===== config.mk =====
export PLATFORM = sky130hd
export DESIGN_NAME = glyph_blitter
export DESIGN_NICKNAME = d
export VERILOG_FILES = /design/src/rtl/glyph_blitter.sv
export SDC_FILE = /design/constraint.sdc
export NUM_CORES = 1
export LEC_CHECK = 0
export CAP_MARGIN = 20
export CORE_MARGIN = 4
export CORE_UTILIZATION = 35
export DETAILED_ROUTE_END_ITERATION = 10
export GPL_TIMING_DRIVEN = 0
export PLACE_DENSITY = 0.61
export SETUP_SLACK_MARGIN = 0.1
export SYNTH_ARGS = -nofsm -noshare
export SYNTH_HDL_FRONTEND = slang
export SYNTH_SLANG_ARGS = --single-unit

===== constraint.sdc =====
create_clock -name clk -period 6.69 [get_ports clk]
set_input_delay 1.0035 -clock clk [delete_from_list [all_inputs] [get_ports clk]]
set_output_delay 1.0035 -clock clk [all_outputs]
set_load 0.01 [all_outputs]

===== src/rtl/glyph_blitter.sv =====
// glyph_blitter: redraws dirty glyph slots as a stream of x/y/colour/plot pixel writes.
// Optional build macro GLYPH_TRANSPARENT_EN: background pixels are skipped instead of plotted with slot_bg.
module glyph_blitter #(
    parameter int NUM_SLOTS = 32,
    parameter int SLOT_W    = 5,
    parameter int GLYPH_W   = 5,
    parameter int GLYPH_H   = 5,
    parameter int X_W       = 8,
    parameter int Y_W       = 7,
    parameter int COLOR_W   = 3
) (
    input  logic                       clk,
    input  logic                       reset,
    input  logic                       start_full,
    input  logic [NUM_SLOTS-1:0]       dirty_set,
    output logic [SLOT_W-1:0]          slot_sel,
    input  logic [X_W-1:0]             slot_x,
    input  logic [Y_W-1:0]             slot_y,
    input  logic [GLYPH_W*GLYPH_H-1:0] slot_bitmap,
    input  logic [COLOR_W-1:0]         slot_fg,
    input  logic [COLOR_W-1:0]         slot_bg,
    input  logic                       plot_ready,
    output logic [X_W-1:0]             x,
    output logic [Y_W-1:0]             y,
    output logic [COLOR_W-1:0]         colour,
    output logic                       plot,
    output logic                       busy,
    output logic                       done
);

    localparam int PIX_N = GLYPH_W * GLYPH_H;
    localparam int COL_W = (GLYPH_W > 1) ? $clog2(GLYPH_W) : 1;
    localparam int ROW_W = (GLYPH_H > 1) ? $clog2(GLYPH_H) : 1;

    typedef enum logic [1:0] {
        IDLE  = 2'd0,
        SCAN  = 2'd1,
        LATCH = 2'd2,
        DRAW  = 2'd3
    } state_t;

    state_t               state_r, state_s;
    logic [NUM_SLOTS-1:0] dirty_r, dirty_s, clear_mask_s;
    logic [SLOT_W-1:0]    sel_r, sel_s, scan_idx_s;
    logic [X_W-1:0]       base_x_r, base_x_s, x_r, x_s;
    logic [Y_W-1:0]       base_y_r, base_y_s, y_r, y_s;
    logic [PIX_N-1:0]     bits_r, bits_s;
    logic [COLOR_W-1:0]   fg_r, fg_s, bg_r, bg_s, colour_r, colour_s;
    logic [COLOR_W-1:0]   pix_fg_s, pix_bg_s;
    logic [COL_W-1:0]     col_r, col_s;
    logic [ROW_W-1:0]     row_r, row_s;
    logic                 plot_r, plot_s, busy_r, busy_s, done_r, done_s;
    logic                 advance_s, last_pix_s, load_pix_s, pix_bit_s;

    function automatic logic [SLOT_W-1:0] lowest_set(input logic [NUM_SLOTS-1:0] v);
        logic [SLOT_W-1:0] idx;
        idx = '0;
        for (int i = NUM_SLOTS - 1; i >= 0; i--) begin
            idx = v[i] ? SLOT_W'(i) : idx;
        end
        return idx;
    endfunction

    // Next-state, dirty bookkeeping and next pixel computation
    always_comb begin
        state_s      = state_r;
        sel_s        = sel_r;
        base_x_s     = base_x_r;
        base_y_s     = base_y_r;
        bits_s       = bits_r;
        fg_s         = fg_r;
        bg_s         = bg_r;
        col_s        = col_r;
        row_s        = row_r;
        x_s          = x_r;
        y_s          = y_r;
        colour_s     = colour_r;
        plot_s       = 1'b0;
        done_s       = 1'b0;
        advance_s    = 1'b0;
        load_pix_s   = 1'b0;
        pix_bit_s    = 1'b0;
        pix_fg_s     = fg_r;
        pix_bg_s     = bg_r;
        scan_idx_s   = lowest_set(dirty_r);
        last_pix_s   = (row_r == ROW_W'(GLYPH_H - 1)) && (col_r == COL_W'(GLYPH_W - 1));

        if ((state_r == SCAN) && (dirty_r != '0)) begin
            clear_mask_s = NUM_SLOTS'(1'b1) << scan_idx_s;
        end else begin
            clear_mask_s = '0;
        end
        // New requests are OR-ed after the clear, so a same-cycle set survives
        dirty_s = (dirty_r & ~clear_mask_s) | dirty_set | {NUM_SLOTS{start_full}};

        case (state_r)
            IDLE: begin
                if (dirty_r != '0) begin
                    state_s = SCAN;
                end else begin
                    state_s = IDLE;
                end
            end
            SCAN: begin
                if (dirty_r != '0) begin
                    sel_s   = scan_idx_s;
                    state_s = LATCH;
                end else begin
                    state_s = IDLE;
                end
            end
            LATCH: begin
                base_x_s   = slot_x;
                base_y_s   = slot_y;
                fg_s       = slot_fg;
                bg_s       = slot_bg;
                bits_s     = slot_bitmap << 1'b1;
                col_s      = '0;
                row_s      = '0;
                x_s        = slot_x;
                y_s        = slot_y;
                load_pix_s = 1'b1;
                pix_bit_s  = slot_bitmap[PIX_N-1];
                pix_fg_s   = slot_fg;
                pix_bg_s   = slot_bg;
                state_s    = DRAW;
            end
            DRAW: begin
                plot_s = plot_r;
`ifdef GLYPH_TRANSPARENT_EN
                advance_s = plot_ready | ~plot_r;
`else
                advance_s = plot_ready;
`endif
                if (advance_s && last_pix_s) begin
                    plot_s = 1'b0;
                    if (dirty_s != '0) begin
                        state_s = SCAN;
                    end else begin
                        state_s = IDLE;
                        done_s  = 1'b1;
                    end
                end else if (advance_s) begin
                    if (col_r == COL_W'(GLYPH_W - 1)) begin
                        col_s = '0;
                        row_s = row_r + ROW_W'(1'b1);
                    end else begin
                        col_s = col_r + COL_W'(1'b1);
                        row_s = row_r;
                    end
                    // Coordinates wrap at the port width; the sink clips if it needs to
                    x_s        = base_x_r + X_W'(col_s);
                    y_s        = base_y_r + Y_W'(row_s);
                    bits_s     = bits_r << 1'b1;
                    load_pix_s = 1'b1;
                    pix_bit_s  = bits_r[PIX_N-1];
                end else begin
                    state_s = DRAW;
                end
            end
            default: begin
                state_s = IDLE;
            end
        endcase

        if (load_pix_s) begin
`ifdef GLYPH_TRANSPARENT_EN
            plot_s   = pix_bit_s;
            colour_s = pix_fg_s;
`else
            plot_s   = 1'b1;
            colour_s = pix_bit_s ? pix_fg_s : pix_bg_s;
`endif
        end else begin
            colour_s = colour_s;
        end

        busy_s = (state_s != IDLE);
    end

    // State, slot attribute and output registers
    always_ff @(posedge clk or negedge reset) begin
        if (!reset) begin
            state_r  <= IDLE;
            dirty_r  <= '0;
            sel_r    <= '0;
            base_x_r <= '0;
            base_y_r <= '0;
            bits_r   <= '0;
            fg_r     <= '0;
            bg_r     <= '0;
            col_r    <= '0;
            row_r    <= '0;
            x_r      <= '0;
            y_r      <= '0;
            colour_r <= '0;
            plot_r   <= 1'b0;
            busy_r   <= 1'b0;
            done_r   <= 1'b0;
        end else begin
            state_r  <= state_s;
            dirty_r  <= dirty_s;
            sel_r    <= sel_s;
            base_x_r <= base_x_s;
            base_y_r <= base_y_s;
            bits_r   <= bits_s;
            fg_r     <= fg_s;
            bg_r     <= bg_s;
            col_r    <= col_s;
            row_r    <= row_s;
            x_r      <= x_s;
            y_r      <= y_s;
            colour_r <= colour_s;
            plot_r   <= plot_s;
            busy_r   <= busy_s;
            done_r   <= done_s;
        end
    end

    assign slot_sel = sel_r;
    assign x        = x_r;
    assign y        = y_r;
    assign colour   = colour_r;
    assign plot     = plot_r;
    assign busy     = busy_r;
    assign done     = done_r;

endmodule

==> Word level (Yosys, flattened, before mapping) <==
Cells that the tools add are included.
{ "totals": {"register_bits": 112, "output_inout_bits": 26, "input_bits": 82, "wordCells": 120} }
{ "classes": {"bitwise_logic": 4, "muxes": 77, "n_addsub": 4, "eq_ne": 8, "reduce_logical": 10, "shifts": 1} }
{ "ops": {"columns": ["cell", "n"], "rows": [
  ["$mux W5", 32],
  ["$or A32 B32 Y32", 2],
  ["$reduce_bool A32 Y1", 2],
  ["$mux W25", 2],
  ["$pmux W25 S2", 1],
  ["$mux W3", 15],
  ["$and A32 B32 Y32", 1],
  ["$mux W32", 1],
  ["$not A32 Y32", 1],
  ["$shl A1 B5 Y32 const A", 1],
  ["$mux W8", 2],
  ["$pmux W8 S2", 1],
  ["$mux W7", 2],
  ["$pmux W7 S2", 1],
  ["$mux W1", 12],
  ["$pmux W3 S2", 2],
  ["$add A8 B3 Y8", 1],
  ["$pmux W2 S4", 1],
  ["$add A7 B3 Y7", 1],
  ["$add A3 B1 Y3 const B", 2],
  ["$eq A3 B3 Y1 const B", 2],
  ["$mux W2", 3],
  ["$eq A2 B2 Y1 const B", 2],
  ["$ne A2 B2 Y1 const B", 2],
  ["8 further kinds", 12]
]} }

==> Depth between registers and ports, before layout <==
{ "logic_depth": {"depth_word": 43, "mapped_depth": 14, "ltp_nobuf": 13} }

==> Least setup slack after synthesis <==
Ideal clock, no wire load.
{ "synth_timing": {"kind": "register to register", "from": "register dirty_r[4]", "to": "register busy_r (netlist: busy)", "stages_incl_launch_ff": 12, "setup_ns": 0.121, "slack_ns": 3.481, "n_path_buf": 2, "synth_period_minus_slack_ns": 3.209, "required_ns": 6.569, "t_arrival_ns": 3.087, "cell_sequence": "dfrtp_1 > buf_6 > or4_4 > a31o_1 > and2_1 > buf_2 > o41ai_1 > or2b_1 > or4_4 > nor4_2 > nand4_1 > o22a_1"} }
{ "synth_between": {"elab_chain_len": 16, "word_cells_on_any_way": 20, "cone_classes": "1 x shift; 11 x mux; 4 x bitwise; 4 x reduce/logical"} }
{ "synth_lines": {"columns": ["element", "line", "source"], "rows": [
  ["start, declared", "43", "logic [NUM_SLOTS-1:0] dirty_r, dirty_s, clear_mask_s;"],
  ["start signal, assigned", "202", "dirty_r <= dirty_s;"],
  ["$mux W5 (5 in a row)", "59", "idx = v[i] ? SLOT_W'(i) : idx;"],
  ["$shl A1 B5 Y32", "89", "clear_mask_s = NUM_SLOTS'(1'b1) << scan_idx_s;"],
  ["$mux W32", "88", "if ((state_r == SCAN) && (dirty_r != '0)) begin"],
  ["$not A32 Y32", "94", "dirty_s = (dirty_r & ~clear_mask_s) | dirty_set | {NUM_SLOTS{start_full}};"],
  ["$and A32 B32 Y32", "94", null],
  ["$or A32 B32 Y32 (2 in a row)", "94", null],
  ["$reduce_bool A32 Y1", "137", "if (dirty_s != '0) begin"],
  ["$mux W1", "137", null],
  ["$mux W2", "135", "if (advance_s && last_pix_s) begin"],
  ["$pmux W2 S4 *", "96", "case (state_r)"],
  ["$reduce_bool A2 Y1 *", "178", "busy_s = (state_s != IDLE);"],
  ["net busy_s", "52", "logic plot_r, plot_s, busy_r, busy_s, done_r, done_s;"],
  ["end signal, assigned", "215", "busy_r <= busy_s;"],
  ["end, declared", "52", null]
]} }
Mark *: on every way through the listed nets, which the timed path passes. The rest lies on a longest branch.
A chain may end at the register's enable or synchronous reset.

==> Final worst setup path <==
{ "layout_timing": {"from": "register dirty_r[28]", "to": "register busy_r (netlist: busy)"} }
{ "layout_between": {"elab_chain_len": 40, "word_cells_on_any_way": 44, "cone_classes": "1 x shift; 35 x mux; 4 x bitwise; 4 x reduce/logical"} }
{ "layout_lines": {"columns": ["element", "line"], "rows": [
  ["$mux W5 (29 in a row)", "59"],
  ["$shl A1 B5 Y32", "89"],
  ["$mux W32 *", "88"],
  ["$not A32 Y32 *", "94"],
  ["$and A32 B32 Y32 *", "94"],
  ["$or A32 B32 Y32 * (2 in a row)", "94"],
  ["net dirty_s[9]", "43"],
  ["$reduce_bool A32 Y1 *", "137"],
  ["$mux W1 *", "137"],
  ["$mux W2 *", "135"],
  ["$pmux W2 S4 *", "96"],
  ["$reduce_bool A2 Y1 *", "178"],
  ["net busy_s", "52"]
]} }
Marked as above.

==> results summary <==
The post-synthesis share of cell area spent on xor and xnor gates came out at between 1 and 1.5%. The buffers inserted during post-CTS setup optimization is 0. The post-route clock skew came out at ~0.0085 ns. The average instance area after synthesis is between 9 and 10 µm².

met2 is the most crowded layer. The setup slack after layout is about 2.6 ns. In this run the power density over the cells is ~340 mW/mm². Global routing consumed, over all layers together, between 10% and 20% of the routing resources. In this run, post-CTS hold repair placed 0 buffers. The multi-input combinational cell area came out at ~0.003 mm². The layout filler cell count came out at 1700. The number of max-capacitance violations reported came out at 0. The number of enable-type register cells in the synthesized netlist came out at 0. The area fraction in and, or, nand and nor cells after synthesis came out at about 23%.

The I/O pin count is 108. The kind of start point of the critical path is a flip-flop. The unique cell type count in the Yosys netlist is 73. The via density per instance came out at roughly 5.4.

After legalization and detailed placement, the total HPWL measured between 10 and 15 mm. In this run the clock root is driven by a clkbuf_16. The register bit count reported by yosys is ~110. Setup repair after global routing left no endpoint under its margin. The mux cell area share after synthesis is under 10%. The total via count in the routed design came out at 5544. The completed layout was analyzed and its total power is approximately 0.0026 W. After synthesis, the largest family of logic cells by area is simple AND/OR/NAND/NOR gates.

The CTS tree is done. The maximum ir drop on the vdd rail is between 0.2 and 0.25 mV. The iteration count of the initial detailed-routing pass is 5. The clock tree synthesis step divided the H-tree into 3 levels.

The final global-route overflow total is 0. Setup violations remaining at the end of the flow were counted as 0. The x dimension of the die came out at between 100 and 150 µm. The shortest period the worst path allows came out at ~4 ns. The worst setup path is captured at a flip-flop. The end-of-flow core utilization came out at a little under half. The global-route met2 utilization came out at roughly 31%. The number of instances in the synthesized netlist is between 600 and 700.

The total core area is 0.0172 mm². The first routing iteration left around 410 violations. The mapped cell area is about 0.0062 mm². The final critical path takes up between 60% and 70% of the cycle. The global routing met3 resource utilization came out at 4.34%.

The final hold violation count is 0. The setup TNS after final layout is 0 ns. The post-synthesis net count came out at roughly 770. The worst hold path begins at bg_r[0]. The sequential element share of the synthesized area is between 40% and 50%.

The quantity of I/O buffers inserted on ports is between 100 and 150. The clock latency on the worst-skew pair came out at ~0.36 ns. The flow ran to the end, and the final reports show no timing, DRC or antenna violations. CTS saw around 110 sinks. The total of warnings raised by yosys is 0. Timing would allow up to 245 MHz. The most instantiated flip-flop cell in the synthesis netlist is dfrtp_1. Measured against its own limit, the worst slew margin works out to 46.3%. In the synthesized netlist the async set-or-reset flop fraction comes to between 90% and 100%. By startpoint and endpoint, the worst setup path is classified as flip-flop to flip-flop. The synthesized design spends more area on one cell type than any other, namely dfrtp_1.

The maximum number of pins on one net before global-route repair is 79. The most critical setup path has its startpoint at dirty_r[28]. For this run, design rule violations remaining after detail routing come to 0. OpenSTA, run right after detailed placement, puts the worst setup slack at 2.58 ns. The leakage dissipation is about 3.0 nW. In this run, post-CTS repair resized a total of 0 instances.

The max-slew violation count came to 0. The number of antenna-violating nets in the routed design is 0. The area of the die is about 0.020 mm². The slew at the pin with the worst max-slew slack came out at 0.805 ns. The cell area after placement came out at between 0.007 and 0.008 mm². The area taken by flip-flops and latches came out at between 0.002 and 0.003 mm².

The largest fanout on the critical path is 7. The number of nets in the layout came out at between 800 and 900. The arrival time reported for the critical path endpoint is between 4 and 5 ns. The first global-routing pass estimated between 20 and 30 mm of wire.

The tightest min-delay check is of the flip-flop to flip-flop type. The row count is between 40 and 50. The maximum count of clock buffers along a single path came out at 2.

The y dimension of the die came out at about 140 µm. The synthesis-to-finish area growth is 27.5%. The critical path data required time is 6.93 ns. The number of global-route vias before repair was about 5500. The complex-gate fraction of the synthesized area came out at 17.5%. The total CTS buffers came out at 9.

The diode insertion count for antenna repair is 0. The met1 capacity usage during global routing is between 20% and 30%. The clock transition at the register clock pins on the worst setup and hold paths after CTS came out at around 0.080 ns. At the end of routability-driven placement, the weighted congestion stood at between 0.9 and 1. The wire length per cell came out at roughly 18 µm. The number of antenna violations at the first check in global routing is 0. The reg-to-reg critical path startpoint is dirty_r[28].

For this configuration, the core starts out at a cell density of 35.7%. The adder and majority cell fraction of the synthesized area is ~2.7%. After synthesis, the cell types taking the most area are dfrtp_1 (45%), nand2_1 (7.1%), mux2i_1 (5.0%), o21ai_0 (4.0%), nor2_1 (3.2%).

For this block, the routed nets add up to between 15 and 20 mm of wire. The fraction of layout instances using a drive strength above 1 came out at 7.26%. The top cell type by area accounts for about 45% of the synthesized area. Summing all non-filler instances in the final layout gives an area of approximately 0.0078 mm².
## worst max-delay path, stage by stage (launching register included)
cell and delay, ns:
dfrtp_1 0.48, nor4_1 0.61, o211ai_1 0.19, a31o_1 0.27, a221oi_2 0.53, nand3_1 0.19
a211o_1 0.35, or4_4 0.58, nor4_2 0.30, nand4_1 0.19, o22a_1 0.26
## per-layer routing
layer,part of all wire (%),up-vias
met1,45,2680
li1,-,2664
met3,6.0,27
met4,1.8,0
met2,48,173
met5,0,-
## power breakdown
group	internal [W]	total (W)	switching, W
clock	0.000307	0.000573	0.000266
combinational	0.000493	0.00105	0.000561
sequential	0.000877	0.00102	0.000141
## worst paths after layout
check / endpoint / slack [ns] / cells past startpoint
max in group asynchronous: dirty_r[29] / 5.44 / 2
hold / removal: bg_r[0] / 0.47 / 2
setup / recovery: busy / 2.61 / 10
setup reg to reg: busy / 2.61 / 10
min in group asynchronous: dirty_r[17] / 0.52 / 1
hold reg to reg: bg_r[0] / 0.47 / 2
## flip-flops by register name, indices dropped and copies added (netlist names)
register / cells
bits_r: 24
plot: 1
busy: 1
base_x_r: 8
slot_sel: 5
bg_r: 3
dirty_r: 32
colour: 3
base_y_r: 7
done: 1
row_r: 3
state_r: 2
x: 8
y: 7
col_r: 3
fg_r: 3
## cells in the mapped netlist (5+ instances only)
library cell	number
nand3_1	14
nor4_1	16
nor2_1	53
or2_2	9
nand4_1	11
dfrtp_1	111
a21o_1	5
or4_1	5
a211o_1	8
a41oi_1	7
mux2i_1	31
xor2_1	6
nor3_1	19
nand2b_1	8
nor2b_1	9
o21ai_0	49
inv_1	27
nand2_1	117
or3_1	8
a21oi_1	27
o221ai_1	8
a31oi_1	10
ha_1	10
clkbuf_1	20
## cell usage in the layout (no fill, tap or decap), types with 14 or more instances in the layout
cell type and n:
a21oi_1 27, clkbuf_1 20, clkdlybuf4s50_1 106, dfrtp_1 111, inv_1 27, mux2i_1 31, nand2_1 117, nand3_1 14
nor2_1 53, nor3_1 19, nor4_1 16, o21ai_0 49
## through the flow
stage / std cells / hold slack [ns]
global route: 1024 / 0.500
CTS: 1024 / 0.478
detailed placement: 1008 / 0.459
global placement: 1007 / 0.457
finish: 1024 / 0.475
floorplan: 675 / 0.440
## final cells by class
type	count	area share, %
clock buffers	10	3.05
plain buffers	33	2.49
multi-input cells	503	39.2
inverters	28	1.34
flip-flops and latches	111	35.4
clock inverters	6	0.925
well taps	225	3.59
repair buffers	108	14.0
## cells by family after synthesis
logic type / count (synthesis)
compound gates: 157
xor+xnor: 10
fa+ha+maj: 12
buf+inv: 61
flops: 111
mux: 32
simple gates: 292
(Power assumes the default switching activity.)
